$ cat config.mk
export PLATFORM = sky130hd
export DESIGN_NAME = spi_sclk_gen
export DESIGN_NICKNAME = d
export VERILOG_FILES = /design/src/rtl/spi_pkg.sv /design/src/rtl/spi_tick_cnt.sv /design/src/rtl/spi_sclk_gen.sv
export SDC_FILE = /design/constraint.sdc
export NUM_CORES = 1
export LEC_CHECK = 0
export BUFFER_PORTS_ARGS = -buffer_cell sky130_fd_sc_hd__buf_4
export CAP_MARGIN = 10
export CORE_ASPECT_RATIO = 1.75
export CORE_MARGIN = 2
export CORE_UTILIZATION = 35
export CTS_CLUSTER_SIZE = 8
export DETAILED_ROUTE_END_ITERATION = 8
export SLEW_MARGIN = 15
export SYNTH_ARGS = -nofsm -noshare
export SYNTH_HDL_FRONTEND = slang
export SYNTH_HIERARCHICAL = 1
export SYNTH_SLANG_ARGS = --single-unit
$ cat constraint.sdc
create_clock -name clk -period 4.4 [get_ports clk]
set_input_delay 1.32 -clock clk [delete_from_list [all_inputs] [get_ports clk]]
set_output_delay 1.32 -clock clk [all_outputs]
set_load 0.01 [all_outputs]
$ cat src/rtl/spi_pkg.sv
// Shared types and default widths for the SPI serial-clock generator.
package spi_pkg;
  localparam int DEF_DIV_W = 8;
  localparam int DEF_CNT_W = 6;

  typedef enum logic [1:0] {
    IDLE  = 2'd0,
    SETUP = 2'd1,
    RUN   = 2'd2,
    HOLD  = 2'd3
  } sclk_state_e;
endpackage

$ cat src/rtl/spi_tick_cnt.sv
// Loadable down-counter: tick is high while the count sits at zero, so a load
// of N produces a tick N cycles later (N==0 gives a tick every cycle).
module spi_tick_cnt #(
  parameter int W = 8
) (
  input  logic         clk,
  input  logic         rst,
  input  logic         load,
  input  logic [W-1:0] load_val,
  output logic         tick
);

  logic [W-1:0] cnt;

  always_ff @(posedge clk or negedge rst) begin
    if (!rst) begin
      cnt <= '0;
    end else if (load) begin
      cnt <= load_val;
    end else if (cnt != '0) begin
      cnt <= cnt - W'(1);
    end
  end

  assign tick = (cnt == '0);

endmodule

$ cat src/rtl/spi_sclk_gen.sv
// SPI master serial-clock generator: one transfer of nbits bits with CPOL/CPHA,
// registered sclk and single-cycle shift/sample strobes aligned to sclk edges.
module spi_sclk_gen
  import spi_pkg::*;
#(
  parameter int DIV_W = DEF_DIV_W,
  parameter int CNT_W = DEF_CNT_W
) (
  input  logic             clk,
  input  logic             rst,
  input  logic             start,
  input  logic             abort,
  input  logic             cpol,
  input  logic             cpha,
  input  logic [DIV_W-1:0] div,
  input  logic [CNT_W-1:0] nbits,
  output logic             sclk,
  output logic             busy,
  output logic             done,
  output logic             shift_en,
  output logic             sample_en,
  output logic [CNT_W-1:0] bit_idx,
  output logic [1:0]       state
);

  // Handshake: start is sampled on a posedge only when busy==0 and done==0;
  // busy rises the cycle after acceptance and falls in the done cycle.

  sclk_state_e      state_q, state_d;
  logic             sclk_q, sclk_d;
  logic             busy_q, busy_d;
  logic             done_q, done_d;
  logic             shift_q, shift_d;
  logic             sample_q, sample_d;
  logic [CNT_W-1:0] bit_idx_q, bit_idx_d;
  logic [CNT_W:0]   edge_q, edge_d;
  logic             cpol_q, cpol_d;
  logic             cpha_q, cpha_d;
  logic [DIV_W-1:0] div_q, div_d;
  logic [CNT_W-1:0] nbits_q, nbits_d;

  logic             load;
  logic [DIV_W-1:0] load_val;
  logic             tick;
  logic             do_edge;
  logic             leading;
  logic [CNT_W:0]   edge_next;
  logic [CNT_W:0]   last_edge;

  spi_tick_cnt #(.W(DIV_W)) u_tick (
    .clk      (clk),
    .rst      (rst),
    .load     (load),
    .load_val (load_val),
    .tick     (tick)
  );

  assign edge_next = edge_q + (CNT_W+1)'(1);
  assign last_edge = {nbits_q, 1'b0};
  assign leading   = edge_next[0];

  always_comb begin
    state_d   = state_q;
    sclk_d    = sclk_q;
    busy_d    = busy_q;
    done_d    = 1'b0;
    shift_d   = 1'b0;
    sample_d  = 1'b0;
    bit_idx_d = bit_idx_q + CNT_W'(sample_q);
    edge_d    = edge_q;
    cpol_d    = cpol_q;
    cpha_d    = cpha_q;
    div_d     = div_q;
    nbits_d   = nbits_q;
    load      = 1'b0;
    load_val  = div_q;
    do_edge   = 1'b0;

    if (abort) begin
      state_d = IDLE;
      busy_d  = 1'b0;
      sclk_d  = cpol_q;
    end else begin
      case (state_q)
        IDLE: begin
          if (start && !done_q && (nbits != '0)) begin
            state_d   = SETUP;
            busy_d    = 1'b1;
            sclk_d    = cpol;
            shift_d   = !cpha;
            bit_idx_d = '0;
            edge_d    = '0;
            cpol_d    = cpol;
            cpha_d    = cpha;
            div_d     = div;
            nbits_d   = nbits;
            load      = 1'b1;
            load_val  = div;
          end
        end
        SETUP: begin
          if (tick) begin
            state_d = RUN;
            load    = 1'b1;
            do_edge = 1'b1;
          end
        end
        RUN: begin
          // The tick after the final trailing edge closes its half-period.
          if (tick) begin
            load = 1'b1;
            if (edge_q == last_edge) begin
              state_d = HOLD;
            end else begin
              do_edge = 1'b1;
            end
          end
        end
        HOLD: begin
          if (tick) begin
            state_d = IDLE;
            busy_d  = 1'b0;
            done_d  = 1'b1;
          end
        end
        default: begin
          state_d = IDLE;
          busy_d  = 1'b0;
        end
      endcase

      if (do_edge) begin
        edge_d = edge_next;
        sclk_d = leading ? ~cpol_q : cpol_q;
        if (cpha_q) begin
          shift_d  = leading;
          sample_d = !leading;
        end else begin
          sample_d = leading;
          shift_d  = !leading && (edge_next != last_edge);
        end
      end
    end
  end

  always_ff @(posedge clk or negedge rst) begin
    if (!rst) begin
      state_q   <= IDLE;
      sclk_q    <= 1'b0;
      busy_q    <= 1'b0;
      done_q    <= 1'b0;
      shift_q   <= 1'b0;
      sample_q  <= 1'b0;
      bit_idx_q <= '0;
      edge_q    <= '0;
      cpol_q    <= 1'b0;
      cpha_q    <= 1'b0;
      div_q     <= '0;
      nbits_q   <= '0;
    end else begin
      state_q   <= state_d;
      sclk_q    <= sclk_d;
      busy_q    <= busy_d;
      done_q    <= done_d;
      shift_q   <= shift_d;
      sample_q  <= sample_d;
      bit_idx_q <= bit_idx_d;
      edge_q    <= edge_d;
      cpol_q    <= cpol_d;
      cpha_q    <= cpha_d;
      div_q     <= div_d;
      nbits_q   <= nbits_d;
    end
  end

  assign sclk      = sclk_q;
  assign busy      = busy_q;
  assign done      = done_q;
  assign shift_en  = shift_q;
  assign sample_en = sample_q;
  assign bit_idx   = bit_idx_q;
  assign state     = state_q;

endmodule

==> metrics.md, run 1 <==
| Metric | Value |
|---|---|
| Largest fanout on the critical path | `21` |
| Clk_lat worst skew | `between 0.2 and 0.3 ns` |
| Worst slew pin tran | `~0.62 ns` |
| GRT Resource Usage Total | `15.2%` |
| Share of cells above drive strength 1 | `a little over a quarter` |
| Final setup violation count | `0` |
| Residual DRC | `0` |
| Wirelength per Cell | `around 15 microns` |
| Peak supply drop | `433 uV` |
| GPL Wtd Cong | `0.848` |
| Metal2 WL | `slightly below 3000 microns` |
| RSZ-0062 raised after global routing | `false` |
| Synth top area share | `between 40% and 50%` |
| Hold Crit Endpoint | `div_q[6]` |
| Synth area leader | `dfrtp_1` |
| Postcts setup bufs | `0` |
| Die width | `around 67 microns` |
| Avg Inst Size Synth | `10.3 sq um` |
| Max Buffers Root-to-Sink | `2` |
| Initial antenna violation count | `0` |
| Net Count, Synth | `about 270` |
| Hold WC Path Type | `reg2reg` |
| Clock sink total | `44` |
| Fillers | `674` |
| Worst EP required | `~4.6 ns` |
| Top Metal Used | `met4` |
| End of the worst register-to-register path | `u_tick/cnt[0]` |
| Multi-input gate area | `roughly 1300 sq um` |
| Core area | `~6900 sq um` |
| Post-cts resize count | `0` |
| Wire length of the first global-routing pass | `8860 microns` |
| Max_cap viols | `0` |
| Mux share of post-synthesis cell area | `8.60%` |
| DR WL met3 | `~140 microns` |
| Outcome | `complete, no violations` |
| Count of flip-flops with a built-in enable after synthesis | `0` |
| R2R setup slack | `between 1.5 and 2 ns` |
| Synth top area cells | `dfrtp_1 45%, mux2_2 7.8%, ha_1 4.1%` |
| Synthesized cell area | `roughly 2500 sq um` |
| CP Class | `in2reg` |
| Synth Flop Type | `dfrtp_1` |
| Detailed Place HPWL | `3980 microns` |
| Register area share after synthesis | `approximately 45%` |
| Worst R2R Start | `u_tick/cnt[3]` |
| Vias | `1941` |
| Largest family of logic cells by synthesized area | `simple AND/OR/NAND/NOR gates` |
| H-tree depth | `2` |
| Final #Nets | `~300` |
| FP Rows | `40` |
| Hold Buf Count CTS | `0` |
| Synthesis-to-finish area growth | `19.1%` |
| WHS Path Cells | `1` |
| Setup crit start kind | `primary input` |
| Clock Skew | `0.00982 ns` |
| Worst Hold Launch | `div_q[6]` |
| CTS Buf Count | `5` |
| Overall Power | `~1.7 mW` |
| Final Hold Vio Count | `0` |
| Leak | `1.31 nW` |
| Storage cell area | `approximately 1100 sq um` |
| Clk slew on worst S/H paths | `0.06 ns` |
| Total negative setup slack | `0 ns` |
| ANT cells | `0` |
| Vias per Instance | `5.48` |
| Largest net degree at the start of global routing | `between 40 and 50` |
| Synth cell types | `55` |
| Min Tclk post-route | `~3 ns` |
| CTS tree | `yes` |
| Power Dens Cells | `between 500 and 600 nW/um^2` |
| Endpoint class of the critical path | `flop` |
| Pre-Repair DR Iteration Count | `4` |
| Synth Area in XOR/XNOR | `under 10%` |
| WL met1 | `2070 microns` |
| Port Buf Inserts | `32` |
| Post-synthesis compound-gate area fraction | `15.3%` |
| Most common cell in the netlist | `dfrtp_1` |
| Arrival @ worst endpoint | `about 3.2 ns` |
| Max Clk Rate | `332 MHz` |
| Clk root buf | `clkbuf_16` |
| R2R depth | `7` |
| Detail Route Antenna Nets | `0` |
| Detailed Route Iter0 Violations | `63` |
| IO Count | `33` |
| Post-synth ARST share | `100%` |
| Initial Utilization | `between 30% and 40%` |
| DIE AREA | `7740 sq um` |
| Relative slew slack | `between 50% and 60%` |
| Number of global-route vias before repair | `around 1900` |
| Final period utilization | `68.5%` |
| Die span in y | `between 100 and 150 microns` |
| Synth Area in Simple Gates | `approximately 18%` |
| GRT overflow | `0` |
| Pins Over Slew Limit | `0` |
| Synth Area in Adders | `a little over 4%` |
| Seq cells post-synth | `44` |
| Synth Warn # | `6` |
| Most frequent cells after synthesis | `44 x dfrtp_1, 18 x nor2_1, 17 x mux2_2` |
| WL final | `between 5000 and 6000 microns` |
| Mapped Cells | `about 240` |
[flip-flops by register name (all words and copies together), names as in the netlist]
| signal | flops |
|---|---|
| div_q | 8 |
| u_tick/cnt | 8 |
| edge_q | 7 |
| bit_idx | 6 |
| nbits_q | 6 |
| state | 2 |
| busy | 1 |
| cpha_q | 1 |
| cpol_q | 1 |
| done | 1 |
| sample_en | 1 |
| sclk | 1 |
| shift_en | 1 |
[power breakdown]
group          switching [mW]  internal [mW]
clock                   0.156          0.267
combinational           0.283          0.284
sequential              0.125          0.536
[critical path: stages]
cell       delay, ns
buf_4           0.11
or4_4           0.54
o2111ai_2       0.28
nor2_2          0.12
buf_4           0.24
mux2_2          0.30
o221a_2         0.26
[area by class of cell]
type	instances	area share (%)
Multi-Input combinational cell	173	42.9
Sequential cell	44	37.6
Timing Repair Buffer	34	8.72
Clock buffer	5	4.27
Tap cell	84	3.59
Clock inverter	3	1.45
Inverter	11	1.41
[per-stage QoR]
| step | util (%) | cells | hold WS (ns) | setup WS [ns] | instance area, sq um |
|---|---|---|---|---|---|
| after floorplan | - | 239 | 0.472 | 1.34 | 2460 |
| after global placement | 40.3 | 346 | 0.484 | 1.09 | 2760 |
| after detailed placement | 40.3 | 346 | 0.489 | 1.08 | 2760 |
| after CTS | 42.7 | 354 | 0.504 | 1.38 | 2930 |
| after global routing | 42.7 | 354 | 0.508 | 1.32 | 2930 |
| final | 42.7 | 354 | 0.498 | 1.39 | 2930 |
[cells in the final DEF (no fill, tap or decap), types with 3 or more instances in the layout]
master     synthesis  layout
nor2_1            18      18
dfrtp_1           44      44
xor2_1             7       7
nand3_1            5       5
a21oi_1            9       9
mux2_2            17      17
o31ai_1            5       5
xnor2_1            8       8
o21ai_0            7       7
nor3_1             6       6
clkbuf_16          0       5
and3_1             5       5
nand2b_1           3       3
ha_1               8       8
nor2b_1            6       6
buf_4              0      34
a211o_1            3       3
or2_2              6       6
nand2_1           12      12
inv_1             11      11
a31oi_1            3       3
[logic make-up (layout without fill, tap and decap cells)]
kind of cell	Yosys count	count (layout)
muxes	19	19
and+or+nand+nor	80	80
buffers and inverters	22	53
adders and majority gates	8	8
xor gates and xnor gates	15	15
AOI/OAI and AO/OA	51	51
DFF	44	44
[how the worst max path moves through the flow]
stage / from / endpoint / slack [ns] / cells past startpoint
global placement: nbits[1] / u_tick/cnt[0] / 1.09 / 7
global route: nbits[1] / u_tick/cnt[0] / 1.32 / 7
CTS: nbits[1] / u_tick/cnt[0] / 1.38 / 7
finish: nbits[1] / u_tick/cnt[0] / 1.39 / 7
floorplan: nbits[1] / u_tick/cnt[0] / 1.34 / 6
detailed placement: nbits[1] / u_tick/cnt[0] / 1.08 / 7
[per-layer routing]
layer  global-route usage [%]  up-vias
met5                        0        -
met4                     6.94        0
met3                     2.35       16
met2                     27.6       45
met1                     16.9      958
li1                         -      922
(Power assumes the default switching activity.)
==> inputs of run 2 (changes only) <==
--- a/config.mk
+++ b/config.mk
@@ -5,6 +5,7 @@
 export SDC_FILE = /design/constraint.sdc
 export NUM_CORES = 1
 export LEC_CHECK = 0
+export ABC_AREA = 1
 export BUFFER_PORTS_ARGS = -buffer_cell sky130_fd_sc_hd__buf_4
 export CAP_MARGIN = 10
 export CORE_ASPECT_RATIO = 1.75
==> constraint.sdc (replaced) <==
create_clock -name clk -period 2.8 [get_ports clk]
set_input_delay 0.84 -clock clk [delete_from_list [all_inputs] [get_ports clk]]
set_output_delay 0.84 -clock clk [all_outputs]
set_load 0.01 [all_outputs]
==> run 2 against run 1 <==
Net effect:
- synthesized cell count grew 43%
- cell area rose by 4.7%
- utilization barely moved
- die area rose by 4.8%
- global-route usage is 0.55 points higher
- setup slack lost 0.99 ns
- via count grew 13%
- clock skew fell by 0.0053 ns
==> metrics.md, run 2 <==
| Metric | Value |
|---|---|
| Final setup violation count | `0` |
| Seq cells post-synth | `44` |
| Wire length of the first global-routing pass | `9630 microns` |
| H-tree depth | `2` |
| Pins Over Slew Limit | `0` |
| DR WL met3 | `~220 microns` |
| Synth cell types | `30` |
| Total negative setup slack | `0 ns` |
| Top Metal Used | `met4` |
| Most frequent cells after synthesis | `130 x nand2_1, 44 x dfrtp_1, 40 x inv_1` |
| Synth Warn # | `6` |
| Worst-path cell chain | `inv_1, ha_1, nand3_2, nor2_4, nand2_1, a21oi_1, inv_1, nand2_4, o21ai_2, nor2_1` |
| WL met1 | `roughly 2000 microns` |
| Wirelength per Cell | `12.1 microns` |
| Share of cells above drive strength 1 | `between 10% and 20%` |
| Die span in y | `between 100 and 150 microns` |
| R2R depth | `10` |
| Detail Route Antenna Nets | `0` |
| Commonest non-fill, non-tap cell in the layout | `nand2_1` |
| Fillers | `775` |
| FP Rows | `just over 40` |
| Power Dens Cells | `between 800 and 900 nW/um^2` |
| Placed insts | `457` |
| Worst Hold Launch | `div_q[5]` |
| Clock Skew | `0.00448 ns` |
| Arrival @ worst endpoint | `~2.6 ns` |
| Top cell family by delay on the critical path | `compound AO/OA/AOI/OAI gates` |
| Avg Inst Size Synth | `approximately 7.6 sq um` |
| Postcts setup bufs | `0` |
| Most used cell, CP | `inv_1` |
| Endpoint class of the critical path | `flop` |
| Final worst slack | `about 0.40 ns` |
| Synth Flop Type | `dfrtp_1` |
| Vias per Instance | `roughly 4.7` |
| Count of flip-flops with a built-in enable after synthesis | `0` |
| Post-cts resize count | `0` |
| Net Count, Synth | `between 300 and 400` |
| Buf/Inv on CP | `2` |
| WL final | `around 5600 microns` |
| Outcome | `complete, no violations` |
| Regs by FF count | `div_q (8), u_tick/cnt (8), edge_q (7)` |
| DP Worst Slack | `roughly 0.14 ns` |
| Clk slew on worst S/H paths | `~0.060 ns` |
| Die width | `~70 microns` |
| DIE AREA | `8110 sq um` |
| CP peak stage delay | `about 0.73 ns` |
| R2R setup slack | `approximately 0.40 ns` |
| Hold WC Path Type | `reg2reg` |
| Synthesis-to-finish area growth | `18.6%` |
| ANT cells | `0` |
| Largest net degree at the start of global routing | `45` |
| Clk_lat worst skew | `roughly 0.29 ns` |
| Detailed Place HPWL | `4350 microns` |
| Synth top area cells | `dfrtp_1 43%, nand2_1 19%, inv_1 5.8%` |
| GRT overflow | `0` |
| Core area | `about 7200 sq um` |
| Pre-Repair DR Iteration Count | `4` |
| Worst slew pin tran | `between 0.9 and 1 ns` |
| Hold Crit Endpoint | `div_q[5]` |
| Residual DRC | `0` |
| Post-synth ARST share | `between 90% and 100%` |
| Clk root buf | `clkbuf_16` |
| Peak supply drop | `400 uV` |
| Synthesized cell area | `2580 sq um` |
| Register area share after synthesis | `42.6%` |
| Synth top area share | `42.6%` |
| Port Buf Inserts | `32` |
| Detailed Route Iter0 Violations | `92` |
| CP Class | `reg2reg` |
| Initial antenna violation count | `0` |
| Final period utilization | `a little under nine tenths` |
| Largest fanout on the critical path | `12` |
| Initial Utilization | `between 30% and 40%` |
| RSZ-0062 raised after global routing | `false` |
| CTS Buf Count | `5` |
| Mapped Cells | `between 300 and 400` |
| Hold Buf Count CTS | `0` |
| Worst EP required | `roughly 3 ns` |
| Commonest non-fill, non-tap cells in the layout | `130 x nand2_1, 44 x dfrtp_1, 40 x inv_1, 38 x buf_4, 30 x nor2_1` |
| Worst R2R Start | `u_tick/cnt[0]` |
| Relative slew slack | `roughly two fifths` |
| WHS Path Cells | `2` |
| Most common cell in the netlist | `nand2_1` |
| Clock sink total | `44` |
| Setup crit start kind | `flop` |
| Max Clk Rate | `about 420 MHz` |
| Max_cap viols | `0` |
| Vias | `approximately 2200` |
| Metal2 WL | `about 3200 microns` |
| Synth area leader | `dfrtp_1` |
| GRT Resource Usage Total | `15.8%` |
| IO Count | `33` |
| CTS tree | `yes` |
| Final Hold Vio Count | `0` |
| Final #Nets | `a little over 400` |
| GPL Wtd Cong | `between 0.8 and 0.9` |
| Leak | `1.66 nW` |
| Number of global-route vias before repair | `2199` |
| End of the worst register-to-register path | `u_tick/cnt[4]` |
| Max Buffers Root-to-Sink | `2` |
| Non-Filler Instances | `between 400 and 500` |
| Min Tclk post-route | `about 2.4 ns` |
| Slowest cell on crit path | `a21oi_1` |
[run 2: tightest hold or removal path: cells and delay by family (launching register included)]
kind          cells  cell delay, ns
flops             1            0.32
simple gates      2            0.12
[run 2: layout make-up]
cell class | count | area (sq um) | area share (%)
flip-flops and latches | 44 | 1100 | 35.9
repair buffers | 38 | 285 | 9.31
clock buffers | 6 | 129 | 4.21
well taps | 86 | 108 | 3.51
clock inverters | 2 | 35.0 | 1.14
inverters | 45 | 169 | 5.51
multi-input cells | 244 | 1240 | 40.4
[run 2: stage by stage]
stage	cell area (sq um)	power [mW]	hold slack (ns)	utilization [%]
after floorplan	2580	1.72	0.445	-
after global placement	2900	2.00	0.466	40.4
after detailed placement	2900	2.02	0.464	40.4
after CTS	3060	2.70	0.481	42.7
after global routing	3060	2.90	0.501	42.7
final	3060	2.66	0.481	42.7
[run 2: how the worst max path moves through the flow]
stage	from	endpoint	slack [ns]	depth (start not counted)
6_report	u_tick/cnt[0]	u_tick/cnt[4]	0.40	10
5_1_grt	u_tick/cnt[0]	u_tick/cnt[4]	0.17	10
4_1_cts	u_tick/cnt[0]	u_tick/cnt[4]	0.38	10
3_5_place_dp	nbits[1]	u_tick/cnt[4]	0.14	11
3_3_place_gp	nbits[1]	u_tick/cnt[4]	0.21	11
2_1_floorplan	nbits[3]	u_tick/cnt[0]	0.75	13
[run 2: cells by family after synthesis]
family	synth area share (%)
fa+ha+maj	3.87
compound gates	7.46
xor+xnor	3.68
simple gates	32.9
flops	42.6
buf+inv	9.49
[run 2: layer usage]
| layer | global-route usage [%] | up-vias |
|---|---|---|
| met5 | 0 | - |
| met4 | 7.84 | 0 |
| met3 | 3.92 | 15 |
| met2 | 28.1 | 35 |
| met1 | 16.0 | 1015 |
| li1 | - | 1126 |
[run 2: power breakdown]
part           switching, mW  total (mW)  internal (mW)
Clock                  0.245       0.665          0.420
Sequential             0.148       0.988          0.841
Combinational          0.615        1.01          0.396
